$ cat src/rtl/la_capture_engine_pkg.sv
// Shared encodings and defaults for the logic-analyzer capture engine.
// Optional build macro used elsewhere in the slice: PROBE_SYNC_EN.
package la_capture_engine_pkg;

  localparam int LA_DEFAULT_DEPTH    = 256;
  localparam int LA_DEFAULT_CHANNELS = 8;

  typedef enum logic [2:0] {
    ST_IDLE = 3'd0,
    ST_PRE  = 3'd1,
    ST_WAIT = 3'd2,
    ST_POST = 3'd3,
    ST_DONE = 3'd4
  } la_state_t;

  typedef enum logic [1:0] {
    TRIG_IMMEDIATE = 2'b00,
    TRIG_RISING    = 2'b01,
    TRIG_FALLING   = 2'b10,
    TRIG_LEVEL     = 2'b11
  } la_trig_mode_t;

  // Status flags {busy, triggered, done} presented while in a given state.
  function automatic logic [2:0] state_flags(input la_state_t st);
    case (st)
      ST_PRE, ST_WAIT: state_flags = 3'b100;
      ST_POST:         state_flags = 3'b110;
      ST_DONE:         state_flags = 3'b011;
      default:         state_flags = 3'b000;
    endcase
  endfunction

endpackage

$ cat src/rtl/la_capture_engine_trigger.sv
// Combinational trigger decision for the capture engine (la_trigger_detector).
// Evaluates the current sample against the previous one on the watched channel.
module la_trigger_detector
  import la_capture_engine_pkg::*;
#(
  parameter int CHANNEL_COUNT = LA_DEFAULT_CHANNELS,
  parameter int CW            = (CHANNEL_COUNT > 1) ? $clog2(CHANNEL_COUNT) : 1
) (
  input  logic [CHANNEL_COUNT-1:0] sample_i,
  input  logic [CHANNEL_COUNT-1:0] prev_i,
  input  logic                     prev_valid_i,
  input  la_trig_mode_t            mode_i,
  input  logic [CW-1:0]            chan_i,
  output logic                     fire_o
);

  logic cur_s;
  logic prv_s;

  // Select the watched channel; out-of-range channels read as 0.
  always_comb begin
    cur_s = 1'b0;
    prv_s = 1'b0;
    if (32'(chan_i) < CHANNEL_COUNT) begin
      cur_s = sample_i[chan_i];
      prv_s = prev_i[chan_i];
    end else begin
      cur_s = 1'b0;
      prv_s = 1'b0;
    end
  end

  // Fire decision for each trigger type.
  always_comb begin
    fire_o = 1'b0;
    case (mode_i)
      TRIG_IMMEDIATE: fire_o = 1'b1;
      TRIG_RISING:    fire_o = prev_valid_i & ~prv_s & cur_s;
      TRIG_FALLING:   fire_o = prev_valid_i & prv_s & ~cur_s;
      TRIG_LEVEL:     fire_o = cur_s;
      default:        fire_o = 1'b0;
    endcase
  end

endmodule

$ cat src/rtl/la_capture_engine.sv
// Logic-analyzer acquisition core: prescaled sampling into a circular memory,
// trigger-aligned window freeze and registered read. Optional macro: PROBE_SYNC_EN.
module la_capture_engine
  import la_capture_engine_pkg::*;
#(
  parameter int CHANNEL_COUNT  = LA_DEFAULT_CHANNELS,
  parameter int DEPTH          = LA_DEFAULT_DEPTH,
  parameter int PRESCALE_WIDTH = 16,
  localparam int AW            = $clog2(DEPTH),
  localparam int CW            = (CHANNEL_COUNT > 1) ? $clog2(CHANNEL_COUNT) : 1
) (
  input  logic                      clk,
  input  logic                      reset,
  input  logic [CHANNEL_COUNT-1:0]  probe,
  input  logic [CHANNEL_COUNT-1:0]  chan_enable,
  input  logic                      arm,
  input  logic [1:0]                trig_mode,
  input  logic [CW-1:0]             trig_chan,
  input  logic [PRESCALE_WIDTH-1:0] prescale,
  input  logic [AW-1:0]             pretrig,
  input  logic [AW-1:0]             rd_addr,
  output logic [CHANNEL_COUNT-1:0]  rd_data,
  output logic                      busy,
  output logic                      triggered,
  output logic                      done
);

  localparam logic [AW:0]             DEPTH_C = (AW+1)'(DEPTH);
  localparam logic [AW:0]             CNT_ONE = (AW+1)'(1);
  localparam logic [AW-1:0]           PTR_ONE = AW'(1);
  localparam logic [PRESCALE_WIDTH-1:0] PRE_ONE = PRESCALE_WIDTH'(1);

  logic [CHANNEL_COUNT-1:0] probe_s;

`ifdef PROBE_SYNC_EN
  logic [CHANNEL_COUNT-1:0] sync1_q;
  logic [CHANNEL_COUNT-1:0] sync2_q;

  // Two-flop synchroniser for asynchronous probe pins.
  always_ff @(posedge clk or negedge reset) begin
    if (!reset) begin
      sync1_q <= '0;
      sync2_q <= '0;
    end else begin
      sync1_q <= probe;
      sync2_q <= sync1_q;
    end
  end
  assign probe_s = sync2_q;
`else
  assign probe_s = probe;
`endif

  la_state_t                 state_q, state_d;
  logic [PRESCALE_WIDTH-1:0] presc_q, presc_d;
  logic [PRESCALE_WIDTH-1:0] prescale_q, prescale_d;
  logic [AW-1:0]             pretrig_q, pretrig_d;
  la_trig_mode_t             mode_q, mode_d;
  logic [CW-1:0]             chan_q, chan_d;
  logic [AW-1:0]             wr_ptr_q, wr_ptr_d;
  logic [AW-1:0]             start_ptr_q, start_ptr_d;
  logic [AW:0]               cnt_q, cnt_d;
  logic [CHANNEL_COUNT-1:0]  prev_q, prev_d;
  logic                      prev_valid_q, prev_valid_d;
  logic                      busy_q, triggered_q, done_q;
  logic [CHANNEL_COUNT-1:0]  rd_data_q;

  logic [CHANNEL_COUNT-1:0]  sample_s;
  logic                      active_s;
  logic                      tick_s;
  logic                      we_s;
  logic                      fire_s;
  logic [AW:0]               cnt_inc_s;
  logic [AW:0]               post_len_s;

  logic [CHANNEL_COUNT-1:0]  mem_q [DEPTH];

  assign sample_s   = probe_s & chan_enable;
  assign active_s   = (state_q == ST_PRE) || (state_q == ST_WAIT) || (state_q == ST_POST);
  assign tick_s     = active_s && (presc_q == prescale_q);
  assign we_s       = tick_s && !arm;
  assign cnt_inc_s  = cnt_q + CNT_ONE;
  // The trigger sample itself is the first of the post-trigger samples.
  assign post_len_s = DEPTH_C - {1'b0, pretrig_q};

  la_trigger_detector #(
    .CHANNEL_COUNT(CHANNEL_COUNT),
    .CW           (CW)
  ) u_trig (
    .sample_i    (sample_s),
    .prev_i      (prev_q),
    .prev_valid_i(prev_valid_q),
    .mode_i      (mode_q),
    .chan_i      (chan_q),
    .fire_o      (fire_s)
  );

  // Next-state logic: arm overrides any tick in the same cycle.
  always_comb begin
    state_d      = state_q;
    presc_d      = presc_q;
    prescale_d   = prescale_q;
    pretrig_d    = pretrig_q;
    mode_d       = mode_q;
    chan_d       = chan_q;
    wr_ptr_d     = wr_ptr_q;
    start_ptr_d  = start_ptr_q;
    cnt_d        = cnt_q;
    prev_d       = prev_q;
    prev_valid_d = prev_valid_q;
    if (arm) begin
      prescale_d   = prescale;
      pretrig_d    = pretrig;
      mode_d       = la_trig_mode_t'(trig_mode);
      chan_d       = trig_chan;
      wr_ptr_d     = '0;
      cnt_d        = '0;
      presc_d      = '0;
      prev_valid_d = 1'b0;
      if (pretrig == '0) begin
        state_d = ST_WAIT;
      end else begin
        state_d = ST_PRE;
      end
    end else if (tick_s) begin
      presc_d      = '0;
      wr_ptr_d     = wr_ptr_q + PTR_ONE;
      prev_d       = sample_s;
      prev_valid_d = 1'b1;
      case (state_q)
        ST_PRE: begin
          if (cnt_inc_s == {1'b0, pretrig_q}) begin
            state_d = ST_WAIT;
            cnt_d   = '0;
          end else begin
            cnt_d = cnt_inc_s;
          end
        end
        ST_WAIT: begin
          if (fire_s) begin
            start_ptr_d = wr_ptr_q - pretrig_q;
            if (post_len_s == CNT_ONE) begin
              state_d = ST_DONE;
            end else begin
              state_d = ST_POST;
              cnt_d   = CNT_ONE;
            end
          end else begin
            state_d = ST_WAIT;
          end
        end
        ST_POST: begin
          if (cnt_inc_s == post_len_s) begin
            state_d = ST_DONE;
          end else begin
            cnt_d = cnt_inc_s;
          end
        end
        default: state_d = state_q;
      endcase
    end else if (active_s) begin
      presc_d = presc_q + PRE_ONE;
    end else begin
      presc_d = '0;
    end
  end

  // Control registers and status flags derived from the next state.
  always_ff @(posedge clk or negedge reset) begin
    if (!reset) begin
      state_q      <= ST_IDLE;
      presc_q      <= '0;
      prescale_q   <= '0;
      pretrig_q    <= '0;
      mode_q       <= TRIG_IMMEDIATE;
      chan_q       <= '0;
      wr_ptr_q     <= '0;
      start_ptr_q  <= '0;
      cnt_q        <= '0;
      prev_q       <= '0;
      prev_valid_q <= 1'b0;
      busy_q       <= 1'b0;
      triggered_q  <= 1'b0;
      done_q       <= 1'b0;
    end else begin
      state_q      <= state_d;
      presc_q      <= presc_d;
      prescale_q   <= prescale_d;
      pretrig_q    <= pretrig_d;
      mode_q       <= mode_d;
      chan_q       <= chan_d;
      wr_ptr_q     <= wr_ptr_d;
      start_ptr_q  <= start_ptr_d;
      cnt_q        <= cnt_d;
      prev_q       <= prev_d;
      prev_valid_q <= prev_valid_d;
      {busy_q, triggered_q, done_q} <= state_flags(state_d);
    end
  end

  // Sample memory write port; contents deliberately survive reset.
  always_ff @(posedge clk) begin
    if (we_s) begin
      mem_q[wr_ptr_q] <= sample_s;
    end
  end

  // Trigger-aligned registered read.
  always_ff @(posedge clk or negedge reset) begin
    if (!reset) begin
      rd_data_q <= '0;
    end else begin
      rd_data_q <= mem_q[start_ptr_q + rd_addr];
    end
  end

  assign rd_data   = rd_data_q;
  assign busy      = busy_q;
  assign triggered = triggered_q;
  assign done      = done_q;

endmodule

$ cat config.mk
export PLATFORM = sky130hd
export DESIGN_NAME = la_capture_engine
export DESIGN_NICKNAME = d
export VERILOG_FILES = /design/src/rtl/la_capture_engine_pkg.sv /design/src/rtl/la_capture_engine_trigger.sv /design/src/rtl/la_capture_engine.sv
export SDC_FILE = /design/constraint.sdc
export NUM_CORES = 2
export LEC_CHECK = 0
export BUFFER_PORTS_ARGS = -buffer_cell sky130_fd_sc_hd__buf_4
export CORE_MARGIN = 4
export CORE_UTILIZATION = 45
export CTS_CLUSTER_DIAMETER = 30
export DETAILED_ROUTE_END_ITERATION = 16
export GPL_ROUTABILITY_DRIVEN = 1
export MAX_ROUTING_LAYER = met4
export SKIP_LAST_GASP = 1
export SLEW_MARGIN = 20
export SYNTH_ARGS = -nofsm -noshare
export SYNTH_HDL_FRONTEND = slang
export SYNTH_SLANG_ARGS = --single-unit
export TNS_END_PERCENT = 10
$ cat constraint.sdc
create_clock -name clk -period 3.74 [get_ports clk]
set_clock_uncertainty 0.2 [all_clocks]
set_input_delay 1.122 -clock clk [delete_from_list [all_inputs] [get_ports clk]]
set_output_delay 1.122 -clock clk [all_outputs]
set_load 0.02 [all_outputs]
==> results.json <==
{
  "status": "finished, violations left",
  "clockBufferDepth": 4,
  "ys_warn_count": 0,
  "grt_overflow_total": 0,
  "critPathKind": "flip-flop to flip-flop",
  "slew-limit-headroom": 0.408,
  "leakagePower_nw": 36.7,
  "cts_max_level": 5,
  "worstPathMaxFanout": 30,
  "pwr-share-seq": 0.399,
  "hold_violations": 0,
  "path_clk_slew_ns": 0.05,
  "core_area_mm2": 0.186,
  "rsz0062_at_grt": "true",
  "synth_nets": 4012,
  "hold_class": "input port to flip-flop",
  "layout.nets": 4923,
  "fin_crit_ns": 3.90,
  "swShare": 0.209,
  "combPwrFrac": 0.041,
  "pin_count": 67,
  "viasPerCell": 5.69,
  "drive_gt1_frac": 0.406,
  "dp.final_hpwl_um": 137000,
  "worstMarginPinSlew_ns": 0.886,
  "die_area_mm2": 0.194,
  "crit_path_end_kind": "flip-flop",
  "area_delta_synth_final_pct": 27.7,
  "slew_violations": 0,
  "cts_made_buffers": 418,
  "power.switching_w": 0.0138,
  "ys.flop_type": "edfxtp_1",
  "gp_congestion": 0.863,
  "syn_area_mm2": 0.0842,
  "syn_area_per_cell_um2": 21.4,
  "violations": "negative setup slack",
  "setup_viol": 8,
  "intPower_w": 0.0524,
  "clock_power_share": 0.559,
  "crit_path_start_kind": "flip-flop",
  "post-route-worst-setup-slack_ns": -0.163,
  "synth_edf_count": 2048,
  "async_reset_ff_frac": 0.0434,
  "crit_required_ns": 4.32,
  "place_ws_ns": -1.10,
  "grt_util_all_layers": 0.233,
  "wl_um": 216000,
  "drc": 0,
  "grt_pass1_vias": 45009,
  "cts_root_buf": "clkbuf_16",
  "start_util": 0.453,
  "worstPathArrival_ns": 4.48,
  "period_share": 1.04,
  "first_pass_iters": 6,
  "clk_latency_ns": 0.93,
  "synth_cell_types": 60,
  "die_w_um": 440,
  "num_vias": 43654,
  "cts_tree": "built",
  "clock_sink_count": 2141,
  "drt_iter0_drc": 4633,
  "yosysSeqAreaShare": 0.758,
  "port_buffers": 66,
  "power_density_mw_per_mm2": 616,
  "max_freq_ghz": 0.256,
  "rows": 158,
  "timing.max_cap.violations": 0,
  "post-route-util": 0.579,
  "vdd_drop_max_mv": 0.421,
  "synth_cells": 3932,
  "ant_nets": 0,
  "grt_max_degree": 105,
  "synth-seq-cells": 2141,
  "antenna_found_initial": 7,
  "grt_pass1_wl_um": 316000,
  "fp.dieH_um": 440,
  "wl_per_cell_um": 28.2
}
-- sequential cells by signal, summed over array words and instances, names as in the netlist --
register	flops
mem_q	2048
presc_q	16
prescale_q	16
cnt_q	9
pretrig_q	8
prev_q	8
rd_data	8
start_ptr_q	8
wr_ptr_q	8
chan_q	3
state_q	3
mode_q	2
busy	1
done	1
prev_valid_q	1
triggered	1
-- power groups by stage --
stage | logic [W] | clock network (W) | registers, W
2_1_floorplan | 0.00148 | 0 | 0.0269
3_3_place_gp | 0.00270 | 0 | 0.0269
3_5_place_dp | 0.00273 | 0 | 0.0269
4_1_cts | 0.00277 | 0.0375 | 0.0264
5_1_grt | 0.00291 | 0.0388 | 0.0264
6_report | 0.00273 | 0.0370 | 0.0264
-- per-stage QoR --
stage                     power [W]  area [µm²]  setup TNS, ns  hold slack, ns  instances
after global placement       0.0296       93100          -7.74           0.258       6892
after floorplan              0.0284       84200       -1204.53           0.245       3932
final                        0.0662      107000         -0.960           0.241       7667
after CTS                    0.0667      107000          -1.08           0.174       7664
after global routing         0.0681      107000          -1.45           0.201       7666
after detailed placement     0.0296       93100          -7.79           0.270       6892
-- cell type report --
type,instances,area [µm²]
Fill cell,13397,78100
Sequential cell,2141,63800
Multi-Input combinational cell,1550,19600
Clock buffer,469,10800
Timing Repair Buffer,707,6700
Clock inverter,292,3310
Tap cell,2480,3100
Inverter,25,124
Antenna cell,3,7.51
-- kinds of logic after synthesis --
group / synth area share
adder cells (fa/ha/maj): 0.00375
AO/OA/AOI/OAI: 0.00577
multiplexers: 0.177
flip-flops: 0.758
buffers and inverters: 0.0111
XOR/XNOR: 0.00781
AND/OR/NAND/NOR: 0.0362
-- synthesized netlist by cell type (10+ instances only) --
cell type	count	share of area
buf_1	71	0.0032
nand3_1	86	0.0051
o21ai_0	31	0.0018
dfrtp_1	93	0.028
ha_1	22	0.0033
nor3_1	10	0.00059
clkbuf_1	127	0.0057
mux2i_1	11	0.0013
edfxtp_1	2048	0.73
nor2_1	308	0.014
and3_1	10	0.00074
inv_1	24	0.0011
mux2_2	26	0.0035
nand4_1	32	0.0024
mux4_2	643	0.17
buf_2	16	0.00095
nand2_1	194	0.0087
xnor2_1	47	0.0049
a21oi_1	13	0.00077
xor2_1	28	0.0029
-- layout by cell type (no fill, tap or decap), types with 31 or more instances in the layout --
cell type / instances
buf_4: 600
nand4_1: 32
clkbuf_1: 41
edfxtp_1: 2048
xnor2_1: 43
nand2_1: 178
clkinv_4: 35
bufinv_16: 57
dfrtp_1: 92
inv_6: 43
nor2_1: 308
o21ai_0: 31
clkbuf_16: 425
clkinv_2: 55
nand3_1: 77
clkinv_1: 45
clkinvlp_4: 51
buf_12: 97
mux4_2: 643
-- worst paths after layout --
check,from,endpoint,slack (ns),cells after the start
worst max-delay path,start_ptr_q[0],rd_data[5],-0.16,11
worst min-delay path,pretrig[1],pretrig_q[1],0.24,3
worst max register to register,start_ptr_q[0],rd_data[5],-0.16,11
worst min register to register,prev_q[0],prev_q[0],0.28,2
max in group asynchronous,reset,start_ptr_q[4],2.02,3
min in group asynchronous,reset,rd_data[0],0.59,2
-- worst max-delay path, stage by stage (launching register included) --
cell and delay [ns]:
dfrtp_2 0.46, ha_4 0.19, fa_4 0.82, buf_12 0.19, buf_16 0.23, buf_4 0.16, mux4_2 0.34, mux4_2 0.49
nand2_2 0.12, nand3_4 0.11, nand4_1 0.22, mux2i_1 0.15
-- per-layer routing --
layer / share of wire / up-vias / track usage
met5: 0 / - / -
met4: 0.029 / 0 / 0.0740
met3: 0.072 / 362 / 0.0416
met2: 0.48 / 1743 / 0.356
met1: 0.41 / 23297 / 0.322
li1: - / 18252 / -
-- timing repair --
item,4_1_cts,5_1_grt
pin swaps,1,0
cloned,2,0
buffers inserted,8,0
endpoints found under the setup margin,8,8
hold endpoints to repair,1,0
resized for setup,26,3
hold buffers,1,0
Note: power is estimated with default switching activity, not from simulation.
